## src/rtl/cpu_pkg.sv

```systemverilog
// Shared pipeline definitions: ALU op classes, ID/EX control bundle and bubble constant.
// No logic; type/constant definitions only.
// No flow control.
package cpu_pkg;

    localparam int DEF_DATA_W = 32;
    localparam int DEF_REG_W  = 5;

    localparam logic [1:0] ALU_OP_ADD   = 2'b00;
    localparam logic [1:0] ALU_OP_SUB   = 2'b01;
    localparam logic [1:0] ALU_OP_RTYPE = 2'b10;
    localparam logic [1:0] ALU_OP_IMM   = 2'b11;

    typedef struct packed {
        logic [1:0] alu_op;
        logic [5:0] funct;
        logic       reg_dst;
        logic       alu_src;
        logic       mem_read;
        logic       mem_write;
        logic       mem_to_reg;
        logic       reg_write;
    } ctrl_t;

    localparam ctrl_t CTRL_NOP = '{
        alu_op:     ALU_OP_ADD,
        funct:      6'd0,
        reg_dst:    1'b0,
        alu_src:    1'b0,
        mem_read:   1'b0,
        mem_write:  1'b0,
        mem_to_reg: 1'b0,
        reg_write:  1'b0
    };

endpackage

```

## src/rtl/load_use_detect.sv

```systemverilog
// Load-use hazard detect: a load in EX whose destination is a source of the ID instruction.
// Latency: purely combinational.
// No flow control; the result drives the stall decision in the ID/EX register.
module load_use_detect #(
    parameter int REG_W = cpu_pkg::DEF_REG_W
) (
    input  logic             ex_valid,
    input  logic             ex_mem_read,
    input  logic [REG_W-1:0] ex_rt,
    input  logic             id_valid,
    input  logic             id_uses_rt,
    input  logic [REG_W-1:0] id_rs,
    input  logic [REG_W-1:0] id_rt,
    output logic             hazard
);

    logic ex_is_load;
    logic rs_match;
    logic rt_match;

    always_comb begin
        // Loads to $0 never produce a value worth waiting for.
        ex_is_load = ex_valid & ex_mem_read & (ex_rt != '0);
        rs_match   = (ex_rt == id_rs);
        rt_match   = id_uses_rt & (ex_rt == id_rt);
        hazard     = ex_is_load & id_valid & (rs_match | rt_match);
    end

endmodule

```

## src/rtl/id_ex_hazard_reg.sv

```systemverilog
// ID/EX pipeline register with load-use stall, redirect flush and stall/flush counters.
// Latency: 1 cycle ID->EX; hazard/flush controls are combinational from EX state.
// Stall holds PC and IF/ID for one cycle and inserts a bubble; redirect wins over stall.
module id_ex_hazard_reg
    import cpu_pkg::*;
#(
    parameter int DATA_W = DEF_DATA_W,
    parameter int REG_W  = DEF_REG_W,
    parameter int CNT_W  = 16
) (
    input  logic              clk,
    input  logic              reset_n,
    input  logic              id_valid,
    input  logic              id_uses_rt,
    input  logic [1:0]        id_alu_op,
    input  logic [5:0]        id_function,
    input  logic              id_reg_dst,
    input  logic              id_alu_src,
    input  logic              id_mem_read,
    input  logic              id_mem_write,
    input  logic              id_mem_to_reg,
    input  logic              id_reg_write,
    input  logic [REG_W-1:0]  id_rs,
    input  logic [REG_W-1:0]  id_rt,
    input  logic [REG_W-1:0]  id_rd,
    input  logic [DATA_W-1:0] id_rdata1,
    input  logic [DATA_W-1:0] id_rdata2,
    input  logic [DATA_W-1:0] id_imm,
    input  logic              ex_redirect,
    output logic              ex_valid,
    output logic [1:0]        ex_alu_op,
    output logic [5:0]        ex_function,
    output logic              ex_reg_dst,
    output logic              ex_alu_src,
    output logic              ex_mem_read,
    output logic              ex_mem_write,
    output logic              ex_mem_to_reg,
    output logic              ex_reg_write,
    output logic [REG_W-1:0]  ex_rs,
    output logic [REG_W-1:0]  ex_rt,
    output logic [REG_W-1:0]  ex_rd,
    output logic [DATA_W-1:0] ex_rdata1,
    output logic [DATA_W-1:0] ex_rdata2,
    output logic [DATA_W-1:0] ex_imm,
    output logic              pc_write_en,
    output logic              if_id_write_en,
    output logic              if_id_flush,
    output logic [CNT_W-1:0]  stall_count,
    output logic [CNT_W-1:0]  flush_count
);

    logic              valid_q, valid_d;
    ctrl_t             ctrl_q, ctrl_d;
    ctrl_t             ctrl_in;
    logic [REG_W-1:0]  rs_q, rs_d, rt_q, rt_d, rd_q, rd_d;
    logic [DATA_W-1:0] rdata1_q, rdata1_d, rdata2_q, rdata2_d, imm_q, imm_d;
    logic [CNT_W-1:0]  stall_cnt_q, stall_cnt_d;
    logic [CNT_W-1:0]  flush_cnt_q, flush_cnt_d;
    logic              hazard;
    logic              take_bubble;

    load_use_detect #(.REG_W(REG_W)) u_detect (
        .ex_valid    (valid_q),
        .ex_mem_read (ctrl_q.mem_read),
        .ex_rt       (rt_q),
        .id_valid    (id_valid),
        .id_uses_rt  (id_uses_rt),
        .id_rs       (id_rs),
        .id_rt       (id_rt),
        .hazard      (hazard)
    );

    always_comb begin
        take_bubble = ex_redirect | hazard;

        ctrl_in = '{
            alu_op:     id_alu_op,
            funct:      id_function,
            reg_dst:    id_reg_dst,
            alu_src:    id_alu_src,
            mem_read:   id_mem_read,
            mem_write:  id_mem_write,
            mem_to_reg: id_mem_to_reg,
            reg_write:  id_reg_write
        };

        // An empty ID slot travels down the pipe as a bubble too.
        valid_d  = id_valid & ~take_bubble;
        ctrl_d   = valid_d ? ctrl_in : CTRL_NOP;
        rs_d     = id_rs;
        rt_d     = id_rt;
        rd_d     = id_rd;
        rdata1_d = id_rdata1;
        rdata2_d = id_rdata2;
        imm_d    = id_imm;

        stall_cnt_d = stall_cnt_q;
        if (hazard && !ex_redirect && (stall_cnt_q != '1)) begin
            stall_cnt_d = stall_cnt_q + CNT_W'(1);
        end
        flush_cnt_d = flush_cnt_q;
        if (ex_redirect && (flush_cnt_q != '1)) begin
            flush_cnt_d = flush_cnt_q + CNT_W'(1);
        end

        pc_write_en    = ex_redirect | ~hazard;
        if_id_write_en = ex_redirect | ~hazard;
        if_id_flush    = ex_redirect;
    end

    always_ff @(posedge clk or negedge reset_n) begin
        if (!reset_n) begin
            valid_q     <= 1'b0;
            ctrl_q      <= CTRL_NOP;
            rs_q        <= '0;
            rt_q        <= '0;
            rd_q        <= '0;
            rdata1_q    <= '0;
            rdata2_q    <= '0;
            imm_q       <= '0;
            stall_cnt_q <= '0;
            flush_cnt_q <= '0;
        end else begin
            valid_q     <= valid_d;
            ctrl_q      <= ctrl_d;
            rs_q        <= rs_d;
            rt_q        <= rt_d;
            rd_q        <= rd_d;
            rdata1_q    <= rdata1_d;
            rdata2_q    <= rdata2_d;
            imm_q       <= imm_d;
            stall_cnt_q <= stall_cnt_d;
            flush_cnt_q <= flush_cnt_d;
        end
    end

    assign ex_valid      = valid_q;
    assign ex_alu_op     = ctrl_q.alu_op;
    assign ex_function   = ctrl_q.funct;
    assign ex_reg_dst    = ctrl_q.reg_dst;
    assign ex_alu_src    = ctrl_q.alu_src;
    assign ex_mem_read   = ctrl_q.mem_read;
    assign ex_mem_write  = ctrl_q.mem_write;
    assign ex_mem_to_reg = ctrl_q.mem_to_reg;
    assign ex_reg_write  = ctrl_q.reg_write;
    assign ex_rs         = rs_q;
    assign ex_rt         = rt_q;
    assign ex_rd         = rd_q;
    assign ex_rdata1     = rdata1_q;
    assign ex_rdata2     = rdata2_q;
    assign ex_imm        = imm_q;
    assign stall_count   = stall_cnt_q;
    assign flush_count   = flush_cnt_q;

endmodule

```

## config.mk

```make
export PLATFORM = sky130hd
export DESIGN_NAME = id_ex_hazard_reg
export DESIGN_NICKNAME = d
export VERILOG_FILES = /design/src/rtl/cpu_pkg.sv /design/src/rtl/load_use_detect.sv /design/src/rtl/id_ex_hazard_reg.sv
export SDC_FILE = /design/constraint.sdc
export NUM_CORES = 1
export LEC_CHECK = 0
export BUFFER_PORTS_ARGS = -buffer_cell sky130_fd_sc_hd__buf_2
export CAP_MARGIN = 5
export CORE_MARGIN = 3
export CORE_UTILIZATION = 35
export CTS_BUF_LIST = sky130_fd_sc_hd__clkbuf_16
export DETAILED_ROUTE_END_ITERATION = 7
export PLACE_DENSITY = 0.66
export SLEW_MARGIN = 5
export SYNTH_ARGS = -nofsm -noshare
export SYNTH_HDL_FRONTEND = slang
export SYNTH_SLANG_ARGS = --single-unit
```

## constraint.sdc

```tcl
create_clock -name clk -period 5.2 [get_ports clk]
set_clock_uncertainty 0.1 [all_clocks]
set_input_delay 0 -clock clk [delete_from_list [all_inputs] [get_ports clk]]
set_output_delay 0 -clock clk [all_outputs]
set_load 0.01 [all_outputs]
```

**Word-level counts from Yosys, hierarchy flattened**

Index checks and enable logic that the tools add are counted.

- Register bits: 158
- Latch bits: 0
- RAM bits: 0
- Bits in read-only memories: 0
- Output and inout bits: 161
- Memories kept: 0

- Add/sub/neg operators: 2
- Multiply operators: 0
- Div/mod/pow operators: 0
- Order comparisons: 0
- Equality and inequality tests: 4
- Shifts and indexed selects: 0
- Mux-type cells: 1
- Bitwise gates (word level): 11
- Reduce and logical (&&, ||, !) cells: 5

Operators by type and width:

| operator | count |
|---|---|
| 16-bit by 1-bit adder with 16-bit output (second input constant) | 2 |
| 16-bit != test (second input constant) | 2 |
| 14-bit two-way mux | 1 |
| 5-bit == test | 2 |
| 1-bit AND | 6 |
| 5-bit nonzero test | 1 |
| 1-bit logical AND | 3 |
| 1-bit bitwise OR | 3 |
| 1-bit inverter | 2 |
| 1-bit zero test | 1 |

**Depth between registers and ports, before layout**

- Depth in word-level cells: 8
- Depth in mapped cells: 6

**Modules after synthesis**

Synthesis repeated with hierarchy kept, for this count alone.

- Cells, all modules: 304
- Area total of the unflattened synthesis: 4949.7 um2

Modules (own cells, without submodules):

| module | instances | cells each | area each (um2) | sequential area each (um2) |
|---|---|---|---|---|
| id_ex_hazard_reg | 1 | 287 | 4819.6 | 3953.8 |
| load_use_detect | 1 | 17 | 130.1 | 0.0 |

**Least setup slack after synthesis**

No wires, ideal clock.

- Path kind: register to register
- Start point: register rt_q[0] (netlist: ex_rt[0])
- End point: register stall_cnt_q[1] (netlist: stall_count[1])
- Setup time: 125 ps
- Arrival time: 1722 ps
- Path slack: 3254 ps
- Stages on the path, launching flop included: 6
- Buffers on the path: 0
- Clock period less this slack: 1946 ps
- Cell sequence: dfrtp_1 or4_4 o21ai_4 nor2_2 nand2_1 mux2_2

- Cells in the longest elaborated chain, start to end: 6
- Elaborated cells between the ends (all ways): 10

Ends and longest elaborated chain:

| item | line | text |
|---|---|---|
| start: declaration | id_ex_hazard_reg.sv:55 | `logic [REG_W-1:0] rs_q, rs_d, rt_q, rt_d, rd_q, rd_d;` |
| start signal: assignment | id_ex_hazard_reg.sv:127 | `rt_q <= rt_d;` |
| 5-bit == test or 5-bit nonzero test (tied branches) | load_use_detect.sv:25, load_use_detect.sv:23 |  |
| 1-bit AND (on tied branches) | load_use_detect.sv:25, load_use_detect.sv:23 |  |
| 1-bit bitwise OR or 1-bit AND (tied branches) | load_use_detect.sv:26 | `hazard = ex_is_load & id_valid & (rs_match \| rt_match);` |
| 1-bit AND (*) | load_use_detect.sv:26 |  |
| 1-bit logical AND (*) (2 in a row) | id_ex_hazard_reg.sv:98 | `if (hazard && !ex_redirect && (stall_cnt_q != '1)) begin` |
| end signal: assignment | id_ex_hazard_reg.sv:132 | `stall_cnt_q <= stall_cnt_d;` |
| end: declaration | id_ex_hazard_reg.sv:57 | `logic [CNT_W-1:0] stall_cnt_q, stall_cnt_d;` |

Mark *: on every way between the ends. The rest lies on a longest branch, timed or not.
A chain may end at the register's enable or synchronous reset.

**Worst setup path in the final report**

- Start point: register rt_q[1] (netlist: ex_rt[1])
- End point: output if_id_write_en

- Cells in the longest elaborated chain, start to end: 6
- Elaborated cells between the ends (all ways): 10

Ends and longest elaborated chain:

| item | line | text |
|---|---|---|
| 5-bit == test or 5-bit nonzero test (tied branches) | load_use_detect.sv:25, load_use_detect.sv:23 |  |
| 1-bit AND (on tied branches) | load_use_detect.sv:25, load_use_detect.sv:23 |  |
| 1-bit bitwise OR or 1-bit AND (tied branches) | load_use_detect.sv:26 |  |
| 1-bit AND (*) | load_use_detect.sv:26 |  |
| 1-bit inverter (*) | id_ex_hazard_reg.sv:107 | `if_id_write_en = ex_redirect \| ~hazard;` |
| 1-bit bitwise OR (*) | id_ex_hazard_reg.sv:107 |  |
| end: declaration | id_ex_hazard_reg.sv:46 | `output logic if_id_write_en,` |

Marked as above.

==> results.tsv <==
metric	value	unit
outcome	finished, final reports clean	
fillers	1070	
critPathTopFamily	compound AO/OA/AOI/OAI gates	
synth_warnings	0	
portBuffers	290	
fin_tns_setup	0	ns
die_area	15880	sq um
cts-root-buf	clkbuf_16	
layout_commonest_cell	buf_2	
min_period	2.313	ns
grt_setup_unrepaired	no	
finalHoldViolations	0	
drt_pre_antenna_iters	4	
r2r-end	stall_count[1]	
cts_sinks	158	
synth-simple-area-share	0.1105	
worstPathArrival	2.21	ns
wl	15.12	mm
post_cts_resized	0	
start_util	0.3603	
pre_cts_ws	3.017	ns
postCtsHoldBufs	129	
finalNonFillerCells	941	
synthMuxAreaShare	0.01539	
p_leak	4.285	nW
wl_per_cell	16.07	um
p_int	2.103	mW
drt-initial-drc-count	109	
irDropWorstVdd	0.1943	mV
post-cts-setup-buffer-count	0	
worstPathRequired	5.10	ns
cp_slowest_cell	o22ai_2	
finalMaxSlewViolations	0	
clk_latency	0.42	ns
period_share	0.4448	
cts_tree	yes	
drt-met1-wl	5.558	mm
r2r_slack	3.02	ns
gp_congestion	0.8342	
p_comb_frac	0.121	
core-area	13990	sq um
numCtsBuffers	17	
wl_met2	8.094	mm
setup_viol	0	
track_usage	0.1941	
wl_met3	1.037	mm
cap_violations	0	
synthFlopType	dfrtp_1	
path_max_fanout	18	
die_h	126	um
max-slew-margin-rel	0.4442	
synth.top_cell.area_share	0.7845	
ys_seq_elements	158	
grt_max_degree	91	
synth_edf_count	0	
top_layer	met5	
critPathKind	register to output port	
ys_seq_area_frac	0.7845	
synth.distinct_cells	34	
first_global_vias	4616	
dp_cells	779	
p_clk_frac	0.397	
netlist.top_cell.by_area	dfrtp_1	
vias	4189	
drc_errors	0	
slowest_delay	0.63	ns
synthTopCellsByArea	dfrtp_1 (78%), xnor2_1 (5.0%), and2_2 (2.1%)	
clk_pin_slew	0.06	ns
area_growth	69.07	%
synth-compound-area-share	0.01639	
final_cell_mix	buf_2 (289), dfrtp_1 (158), dlygate4sd3_1 (129)	
path_cells	xnor2_1 -> nand4_1 -> o22ai_2 -> nand2b_1 -> buf_2	
crit_path_end_kind	output port	
syn_area	5040	sq um
via_per_inst	4.452	
route.antenna.remaining_nets	0	
nets	879	
worstHoldStart	id_rdata1[26]	
h-tree-depth	4	
min_to	ex_rdata1[26]	
cp-start-kind	register	
worstMarginPinSlew	0.8336	ns
grt.overflow.total	0	
p_sw	0.7075	mW
syn_inst	314	
syn_area_per_cell	16.05	sq um
hold_path_depth	2	
seqPwrFrac	0.481	
path_buf_inv	1	
rows	43	
r2r_cells	5	
power_density	329.8	nW/um^2
synth_xor_area_frac	0.05909	
hpwl	10.48	mm
synthArstFlopShare	1.000	
finalWorstSetupSlack	2.887	ns
drive_above_1_share	0.4566	
antenna_found_initial	2	
reg2reg_from	ex_rt[1]	
syn_nets	446	
worst_hold_path_type	primary input to register	
die_width	126	um
pin_count	291	
clk_path_buf_depth	2	
synth_adder_area_share	0.004965	
clock.fmax	432.3	MHz
synth_top_family_by_area	simple AND/OR/NAND/NOR gates	
grt_pass1_wl	23.94	mm
swShare	0.2517	
-- synthesized netlist by cell type (2+ instances only) --
library cell and n:
nor2_1 6, nor3_1 4, xnor2_1 29, and4_1 3, nand3_1 14, mux2_2 6, clkbuf_1 2, and3_1 8
a21oi_1 3, dfrtp_1 158, xor2_1 5, nand2b_1 4, nand2_1 20, buf_4 2, and2_2 14, nand4_1 14
ha_1 2, nor4_1 3, inv_1 2
-- layout make-up --
type	count	area [sq um]	share of cell area
Tap cell	180	225.2	0.02643
Clock inverter	15	110.1	0.01292
Clock buffer	17	425.4	0.04993
Timing Repair Buffer	420	2756	0.3235
Antenna cell	1	2.502	0.0002937
Inverter	2	7.507	0.0008811
Multi-Input combinational cell	148	1040	0.1220
Sequential cell	158	3954	0.4640
-- power groups by stage --
stage                     combinational [mW]  clock, mW  sequential, mW
after floorplan                       0.0585          0            1.41
after global placement                 0.259          0            1.37
after detailed placement               0.268          0            1.37
after CTS                              0.346       1.15            1.35
after global routing                   0.374       1.20            1.36
final                                  0.341       1.12            1.35
-- stage by stage --
| step | hold slack (ns) | cell area (sq um) | utilization | power, mW |
|---|---|---|---|---|
| after detailed placement | 0.009333 | 6691 | 0.4784 | 1.641 |
| after global placement | 0.008614 | 6691 | 0.4784 | 1.630 |
| after CTS | 0.09810 | 8518 | 0.6089 | 2.847 |
| final | 0.1195 | 8521 | 0.6091 | 2.810 |
| after floorplan | -0.3956 | 5040 | - | 1.466 |
| after global routing | 0.1074 | 8521 | 0.6091 | 2.941 |
-- cell families after synthesis --
group	Yosys count
AOI/OAI and AO/OA	9
xor gates and xnor gates	34
adders and majority gates	2
buffers and inverters	8
muxes	7
DFF	158
and+or+nand+nor	96
-- metal layers --
| layer | global-route usage | up-vias |
|---|---|---|
| met5 | 0 | - |
| li1 | - | 1921 |
| met4 | 0.08202 | 2 |
| met3 | 0.06064 | 36 |
| met2 | 0.3437 | 175 |
| met1 | 0.2157 | 2055 |
-- worst max path at each step --
stage               slack, ns        endpoint  cells past startpoint  startpoint
finish                   2.89  if_id_write_en                      5    ex_rt[1]
global route             2.63     pc_write_en                      5    ex_rt[1]
CTS                      2.86  if_id_write_en                      5    ex_rt[1]
floorplan                3.25  stall_count[1]                      5    ex_rt[0]
global placement         3.13    ex_alu_op[0]                      5    ex_rt[1]
detailed placement       3.02    ex_reg_write                      5    ex_rt[1]
Note: power is estimated with default switching activity, not from simulation.
